==> config.mk <==
export PLATFORM = sky130hd
export DESIGN_NAME = control_seq_flat
export DESIGN_NICKNAME = d
export VERILOG_FILES = /design/src/rtl/control_seq_pkg.sv /design/src/rtl/control_seq_if.sv /design/src/rtl/control_seq_wait_watchdog.sv /design/src/rtl/control_seq.sv /design/src/flat_wrapper.sv
export SDC_FILE = /design/constraint.sdc
export NUM_CORES = 1
export LEC_CHECK = 0
export ABC_AREA = 1
export CORE_MARGIN = 2
export CORE_UTILIZATION = 44
export CTS_CLUSTER_DIAMETER = 120
export DETAILED_ROUTE_END_ITERATION = 8
export MAX_ROUTING_LAYER = met4
export PLACE_DENSITY = 0.79
export SYNTH_ARGS = -nofsm -noshare
export SYNTH_HDL_FRONTEND = slang
export SYNTH_SLANG_ARGS = --single-unit
export TNS_END_PERCENT = 100
==> constraint.sdc <==
create_clock -name clk -period 1.1 [get_ports clk]
set_input_delay 0.165 -clock clk [delete_from_list [all_inputs] [get_ports clk]]
set_output_delay 0.165 -clock clk [all_outputs]
set_load 0.03 [all_outputs]
==> src/rtl/control_seq_pkg.sv <==
// Shared constants for the d16 instruction sequencer: strobe bit positions,
// program-counter operations and sequencer state encodings.
package control_seq_pkg;

  localparam int BIT_FETCH       = 0;
  localparam int BIT_DECODE      = 1;
  localparam int BIT_IMM         = 2;
  localparam int BIT_REG_RD      = 3;
  localparam int BIT_ALU         = 4;
  localparam int BIT_MEM         = 5;
  localparam int BIT_REG_WR      = 6;
  localparam int CONTROL_BIT_MAX = 6;

  typedef enum logic [1:0] {
    PC_HOLD   = 2'b00,
    PC_INC    = 2'b01,
    PC_BRANCH = 2'b10,
    PC_VECTOR = 2'b11
  } pc_op_e;

  typedef enum logic [3:0] {
    S_IDLE, S_FETCH, S_DECODE, S_IMM, S_REG_RD,
    S_ALU, S_MEM, S_REG_WR, S_IRQ, S_HALT
  } state_e;

  // States that talk to memory and therefore stall on mem_wait.
  function automatic logic is_mem_state(state_e s);
    return s inside {S_FETCH, S_IMM, S_MEM};
  endfunction

endpackage

==> src/rtl/control_seq_if.sv <==
// Handshake bundle between the sequencer and the rest of the d16 core.
interface control_seq_if;
  import control_seq_pkg::*;

  logic                       en;
  logic                       en_mem;
  logic                       mem_wait;
  logic                       should_branch;
  logic                       imm;
  logic                       irq;
  logic [CONTROL_BIT_MAX:0]   control_o;
  logic [1:0]                 pc_op;
  logic                       irq_ack;
  logic                       bus_err;
  logic                       halted;

  modport master (
    output en, en_mem, mem_wait, should_branch, imm, irq,
    input  control_o, pc_op, irq_ack, bus_err, halted
  );

  modport slave (
    input  en, en_mem, mem_wait, should_branch, imm, irq,
    output control_o, pc_op, irq_ack, bus_err, halted
  );

endinterface

==> src/rtl/control_seq_wait_watchdog.sv <==
// Counts consecutive memory wait cycles; expire flags the cycle that would
// reach 2^TMO_W-1 waits. Holds while the sequencer is disabled.
module wait_watchdog #(
  parameter int TMO_W = 4
) (
  input  logic clk,
  input  logic rst_n,
  input  logic en,
  input  logic wait_i,
  output logic expire
);

  localparam logic [TMO_W-1:0] LAST = TMO_W'((1 << TMO_W) - 2);

  logic [TMO_W-1:0] cnt_q, cnt_d;

  always_comb begin
    cnt_d = cnt_q;
    if (en) cnt_d = wait_i ? cnt_q + TMO_W'(1) : '0;
  end

  assign expire = en && wait_i && (cnt_q == LAST);

  // NOTE: sequential state uses non-blocking assignments so every flop samples pre-edge values.
  always_ff @(posedge clk or negedge rst_n) begin
    if (!rst_n) cnt_q <= '0;
    else        cnt_q <= cnt_d;
  end

endmodule

==> src/rtl/control_seq.sv <==
// Multi-cycle d16 instruction sequencer: drives stage strobes and PC ops,
// handles immediate words, memory wait states, bus timeout and IRQ entry.
module control_seq
  import control_seq_pkg::*;
#(
  parameter int IMM_WORDS = 1,
  parameter int TMO_W     = 4,
  parameter int IRQ_EN    = 1
) (
  input logic          clk,
  input logic          rst_n,
  control_seq_if.slave bus
);

  localparam logic [1:0] IMM_LAST = 2'(IMM_WORDS - 1);

  state_e                   state_q, state_d;
  logic [1:0]               imm_cnt_q, imm_cnt_d;
  logic                     bus_err_q, bus_err_d;
  logic                     wd_expire;
  logic [CONTROL_BIT_MAX:0] ctrl;
  pc_op_e                   pc_op;
  logic                     irq_ack;

  wait_watchdog #(.TMO_W(TMO_W)) u_wd (
    .clk    (clk),
    .rst_n  (rst_n),
    .en     (bus.en),
    .wait_i (is_mem_state(state_q) && bus.mem_wait),
    .expire (wd_expire)
  );

  // NOTE: every always_comb output gets a default first so no path infers a latch.
  always_comb begin
    state_d   = state_q;
    imm_cnt_d = imm_cnt_q;
    bus_err_d = bus_err_q;
    if (bus.en) begin
      if (wd_expire) begin
        state_d   = S_HALT;
        bus_err_d = 1'b1;
      end else begin
        unique case (state_q)
          S_IDLE:   state_d = S_FETCH;
          S_FETCH:  if (!bus.mem_wait) state_d = S_DECODE;
          S_DECODE: state_d = bus.imm ? S_IMM : S_REG_RD;
          S_IMM: begin
            if (!bus.mem_wait) begin
              if (imm_cnt_q == IMM_LAST) begin
                state_d   = S_REG_RD;
                imm_cnt_d = '0;
              end else begin
                imm_cnt_d = imm_cnt_q + 2'd1;
              end
            end
          end
          S_REG_RD: state_d = S_ALU;
          S_ALU:    state_d = bus.en_mem ? S_MEM : S_REG_WR;
          S_MEM:    if (!bus.mem_wait) state_d = S_REG_WR;
          S_REG_WR: state_d = (IRQ_EN != 0 && bus.irq) ? S_IRQ : S_FETCH;
          S_IRQ:    state_d = S_FETCH;
          S_HALT:   state_d = S_HALT;
          default:  state_d = S_IDLE;
        endcase
      end
    end
  end

  // Outputs decode the current state; disabling the sequencer silences them.
  always_comb begin
    ctrl    = '0;
    pc_op   = PC_HOLD;
    irq_ack = 1'b0;
    if (bus.en) begin
      unique case (state_q)
        S_FETCH: begin
          ctrl[BIT_FETCH] = 1'b1;
          if (!bus.mem_wait) pc_op = PC_INC;
        end
        S_IMM: begin
          ctrl[BIT_FETCH] = 1'b1;
          ctrl[BIT_IMM]   = 1'b1;
          if (!bus.mem_wait) pc_op = PC_INC;
        end
        S_DECODE: ctrl[BIT_DECODE] = 1'b1;
        S_REG_RD: ctrl[BIT_REG_RD] = 1'b1;
        S_ALU:    ctrl[BIT_ALU]    = 1'b1;
        S_MEM:    ctrl[BIT_MEM]    = 1'b1;
        S_REG_WR: begin
          ctrl[BIT_REG_WR] = 1'b1;
          if (bus.should_branch) pc_op = PC_BRANCH;
        end
        S_IRQ: begin
          pc_op   = PC_VECTOR;
          irq_ack = 1'b1;
        end
        default: ;
      endcase
    end
  end

  always_ff @(posedge clk or negedge rst_n) begin
    if (!rst_n) begin
      state_q   <= S_IDLE;
      imm_cnt_q <= '0;
      bus_err_q <= 1'b0;
    end else begin
      state_q   <= state_d;
      imm_cnt_q <= imm_cnt_d;
      bus_err_q <= bus_err_d;
    end
  end

  assign bus.control_o = ctrl;
  assign bus.pc_op     = pc_op;
  assign bus.irq_ack   = irq_ack;
  assign bus.bus_err   = bus_err_q;
  assign bus.halted    = (state_q == S_HALT);

endmodule

==> src/flat_wrapper.sv <==
// flat-port wrapper written by rule: the top's interface ports become plain ports
module control_seq_flat import control_seq_pkg::*;
#(
  parameter int IMM_WORDS = 1,
  parameter int TMO_W     = 4,
  parameter int IRQ_EN    = 1
)
  (clk, rst_n, bus_en, bus_en_mem, bus_mem_wait, bus_should_branch, bus_imm, bus_irq, bus_control_o, bus_pc_op, bus_irq_ack, bus_bus_err, bus_halted);
  control_seq_if bus_i ();
  input logic clk;
  input logic rst_n;
  input wire logic [$bits(bus_i.en)-1:0] bus_en;
  input wire logic [$bits(bus_i.en_mem)-1:0] bus_en_mem;
  input wire logic [$bits(bus_i.mem_wait)-1:0] bus_mem_wait;
  input wire logic [$bits(bus_i.should_branch)-1:0] bus_should_branch;
  input wire logic [$bits(bus_i.imm)-1:0] bus_imm;
  input wire logic [$bits(bus_i.irq)-1:0] bus_irq;
  output wire logic [$bits(bus_i.control_o)-1:0] bus_control_o;
  output wire logic [$bits(bus_i.pc_op)-1:0] bus_pc_op;
  output wire logic [$bits(bus_i.irq_ack)-1:0] bus_irq_ack;
  output wire logic [$bits(bus_i.bus_err)-1:0] bus_bus_err;
  output wire logic [$bits(bus_i.halted)-1:0] bus_halted;
  assign bus_i.en = bus_en;
  assign bus_i.en_mem = bus_en_mem;
  assign bus_i.mem_wait = bus_mem_wait;
  assign bus_i.should_branch = bus_should_branch;
  assign bus_i.imm = bus_imm;
  assign bus_i.irq = bus_irq;
  assign bus_control_o = bus_i.control_o;
  assign bus_pc_op = bus_i.pc_op;
  assign bus_irq_ack = bus_i.irq_ack;
  assign bus_bus_err = bus_i.bus_err;
  assign bus_halted = bus_i.halted;
  control_seq #(.IMM_WORDS(IMM_WORDS), .TMO_W(TMO_W), .IRQ_EN(IRQ_EN)) u_core (.clk(clk), .rst_n(rst_n), .bus(bus_i));
endmodule
==> impl_summary.md, run 1 <==
Critical path
The worst-path maximum fanout is 6. The worst setup path is launched from a flip-flop. Data on the critical path is required at its endpoint by 0.94 ns.

The critical path class is reg2out. The worst register-to-register path has a setup slack of -0.47 ns. The endpoint class of the critical path is a primary output. Data on the critical path arrives at its endpoint at 1.42 ns.

Pwr
The maximum resistive drop on vdd is 1.53 mV. The switching share of total power is 47.0%. The share of power burned in the clock network is 8.5%. The leakage power total is 0.000859 uW. In this run, flip-flops and latches consume 20.4% of the power.

The internal power of the cells totals roughly 1700 uW. The power density over cell area is 2040 nW/um2. The switching component of the power is between 1500 and 2000 uW.

The combinational fraction of design power is 71.1%.

STA
In the finished design, the share of the clock period the worst path needs comes to 144%. Counting I/O delays and the setup requirement, the final critical path takes approximately 1.6 ns. Setup slack on the critical path of the routed design comes to -0.485 ns. Setup repair after global routing could not meet its margin everywhere. The transition time of the tightest slew-check pin is 0.283 ns.

The final-report hold violation count was 0. Static timing analysis puts the maximum clock frequency at 631 MHz. Summed over all failing endpoints, the final setup total negative slack is -7.85 ns. The total count of max-transition violations in the final report is 0.

Clock skew on the completed layout was measured at 0.00685 ns. The worst hold slack across all endpoints is slightly above 0.2 ns. In this run the tightest slew margin relative to its limit is between 80% and 90%.

Setup violations remaining at the end of the flow were counted as 22.

Clock tree
Clock-pin slew was measured on the worst setup and hold paths at 0.07 ns. The number of H-tree levels is 1. The number of hold buffers added after CTS was 0. Clock tree synthesis inserted a total of 3 buffers. The clock sink total is 11. The clock tree root buffer cell is sky130_fd_sc_hd__clkbuf_4. For the worst-skew pair, the clock arrives at the later sink with an insertion delay of 0.27 ns. The maximum number of buffers from clock root to sink is 2. The TritonCTS clock tree is yes.

Finish
The post-route core utilization is 88.7%. Excluding fillers, the count of instances in the completed layout stands at 204. Summing all non-filler instances in the final layout gives an area of approximately 1600 um2. The area growth from synthesis to layout is 85.3%. Leaving out fill and tap cells, the most frequent cell in the layout is sky130_fd_sc_hd__buf_4. After filler insertion, the fill cell instance count of the layout stands at 80.

The ratio of cells with drive above 1 in the final layout is about 55%. The antenna diode count is 0. The final layout net count is 192. Leaving out fill and tap cells, the most frequent cells in the layout are 31 x sky130_fd_sc_hd__buf_4, 25 x sky130_fd_sc_hd__nand2_1, 16 x sky130_fd_sc_hd__inv_1, 16 x sky130_fd_sc_hd__buf_6.

Floorplan
The floorplan step defined a die boundary enclosing 2310 um2. The area of the core is 1780 um2. The die is between 40 and 50 um wide. The effective utilization at floorplan is approximately 48%.

The die height is roughly 48 um. 20 I/O pins were placed. In this run the core area contains 15 standard-cell rows.

GRT
The first-pass GRT wire length is 4230 um. The overall overflow remaining after global route is 0. Entering global routing, the biggest net connects 12 pins. The global-route usage over all layers is around 28%. The via count of the first global-routing pass is 1012.

The initial antenna violation count came to 0.

Logic synthesis
After synthesis, the largest family of logic cells by area is simple AND/OR/NAND/NOR gates. The arithmetic-cell share of the synthesized area counting full adders, half adders and majority gates is 5.87%. The netlist uses 24 different library cells.

After technology mapping, the gate count stands at about 120. The register bit count reported by yosys is 11. Of the total synthesized cell area, the portion taken by XOR and XNOR cells is 2.05%.

Sequential elements use 32.3% of the synthesized area. The synthesized netlist occupies a cell area of 853 um2. The synthesized area per cell is slightly below 7 um2. In the synthesized netlist, mux cells make up 0% of the area. The post-synthesis share of cell area spent on and, or, nand and nor gates is between 40% and 50%. The Yosys step of the flow raised 0 warnings. The synthesized net count is between 100 and 150.

Summing the areas of all compound-gate instances in the mapped netlist gives under 10% of the synthesized area.

Status
The checks that failed: negative setup slack. The flow ran to the end, but the final reports show violations.

Routing
After detailed routing, the average wire length per cell comes to between 10 and 15 um. The routed wire length is 2930 um. The number of iterations in the first detailed-routing pass is 5. Using the TritonRoute via totals, the vias-per-cell ratio works out to 5.11. The top routing layer in use is met4. Detailed routing placed a total of about 83 um of wire on met3. The routed layout has 1042 vias. For this block, the initial DRC count from the detailed router was 21. The routed length on met1 is around 1100 um.

The routed length on met2 is 1620 um. Once detail routing completed, the nets flagged for antenna violations numbered 0. For this run, design rule violations remaining after detail routing come to 0.

Place
Routability-driven placement finished with a final weighted congestion of 0.823. Counting tap cells, the placed design contains a total of 185 instances. Detailed placement ended at an HPWL of 1770 um. The cell area reported after detailed placement is 1280 um2.

The port buffer count is 19.

Hold path
The min-delay analysis places its worst path in the category in2async.

Run
The count of max-cap constraint violations is 0.
-- metrics by stage --
stage / power (uW) / setup WS [ns]
final: 3230 / -0.485
after global routing: 3410 / -0.527
after CTS: 3020 / -0.442
after detailed placement: 2210 / -0.439
after global placement: 2150 / -0.370
after floorplan: 1630 / -0.207
-- flip-flops by register name, summed over array words and instances (netlist names) --
name                count
u_core.state_q          4
u_core.u_wd.cnt_q       4
u_core.imm_cnt_q        2
u_core.bus.bus_err      1
-- cell usage after synthesis (all sizes together) --
cell    count  area, um2
nor4        1       6.26
nand4       2       12.5
nor2       13       58.8
o211ai      1       21.3
ha          4       50.1
nor3        3       20.0
nand3      11       60.1
xor2        1       8.76
inv        22       82.6
xnor2       1       8.76
dfrtp      11        275
o21ai       4       20.0
nand2      43        181
buf         2       10.0
a21oi       2       10.0
nand3b      2       27.5
-- layout make-up --
type                            count  area [um2]  area share, %
Clock buffer                        4        26.3           1.66
Inverter                           22        90.1           5.70
Multi-Input combinational cell     88         672           42.5
Sequential cell                    11         280           17.7
Tap cell                           25        31.3           1.98
Timing Repair Buffer               54         482           30.5
-- worst paths after layout --
check	startpoint	end	depth (start not counted)
max in group asynchronous	rst_n	u_core.state_q[2]$_DFFE_PN0P_	2
min in group clk	u_core.bus.bus_err$_DFFE_PN0P_	u_core.bus.bus_err$_DFFE_PN0P_	2
worst max register to register	u_core.state_q[0]$_DFFE_PN0P_	u_core.state_q[2]$_DFFE_PN0P_	10
worst max-delay path	u_core.state_q[1]$_DFFE_PN0P_	bus_pc_op[1]	6
worst min register to register	u_core.bus.bus_err$_DFFE_PN0P_	u_core.bus.bus_err$_DFFE_PN0P_	2
worst min-delay path	rst_n	u_core.u_wd.cnt_q[3]$_DFFE_PN0P_	2
-- metal layers --
layer	vias to the layer above	track usage [%]
met5	-	-
met4	0	22.7
met3	19	4.53
met2	41	49.9
met1	486	26.3
li1	496	-
-- timing repair --
action | CTS | global route
gates resized for setup | 36 | 14
pin swaps | 12 | 10
endpoints found under the setup margin | 22 | 22
buffers inserted | 14 | 1
endpoints found under the hold margin | 0 | 0
-- critical path, cell delays in order (launching register included) --
cell and delay [ns]:
sky130_fd_sc_hd__dfrtp_2 0.45, sky130_fd_sc_hd__nor2_1 0.11, sky130_fd_sc_hd__inv_1 0.08, sky130_fd_sc_hd__nor2_2 0.16, sky130_fd_sc_hd__nand2_2 0.14, sky130_fd_sc_hd__nand2_4 0.08, sky130_fd_sc_hd__buf_6 0.12
-- kinds of logic (layout without fill, tap and decap cells) --
logic type | count (synthesis) | in the layout
and+or+nand+nor | 75 | 75
buffers and inverters | 24 | 80
DFF | 11 | 11
AOI/OAI and AO/OA | 7 | 7
adders and majority gates | 4 | 4
xor gates and xnor gates | 2 | 2
-- power by group through the flow --
stage	combinational [uW]	clock, uW	sequential [uW]
after global placement	1500	0	650
after CTS	2090	284	646
final	2300	275	658
after detailed placement	1550	0	659
after global routing	2430	302	672
after floorplan	982	0	652
Note: power is estimated with default switching activity, not from simulation.
==> inputs of run 2 (changes only) <==
--- a/config.mk
+++ b/config.mk
@@ -9,6 +9,7 @@
 export CORE_MARGIN = 2
 export CORE_UTILIZATION = 44
 export CTS_CLUSTER_DIAMETER = 120
+export CTS_CLUSTER_SIZE = 24
 export DETAILED_ROUTE_END_ITERATION = 8
 export MAX_ROUTING_LAYER = met4
 export PLACE_DENSITY = 0.79
==> results of run 2 <==
No change in the layout: final DEF, timing and power equal those of run 1.
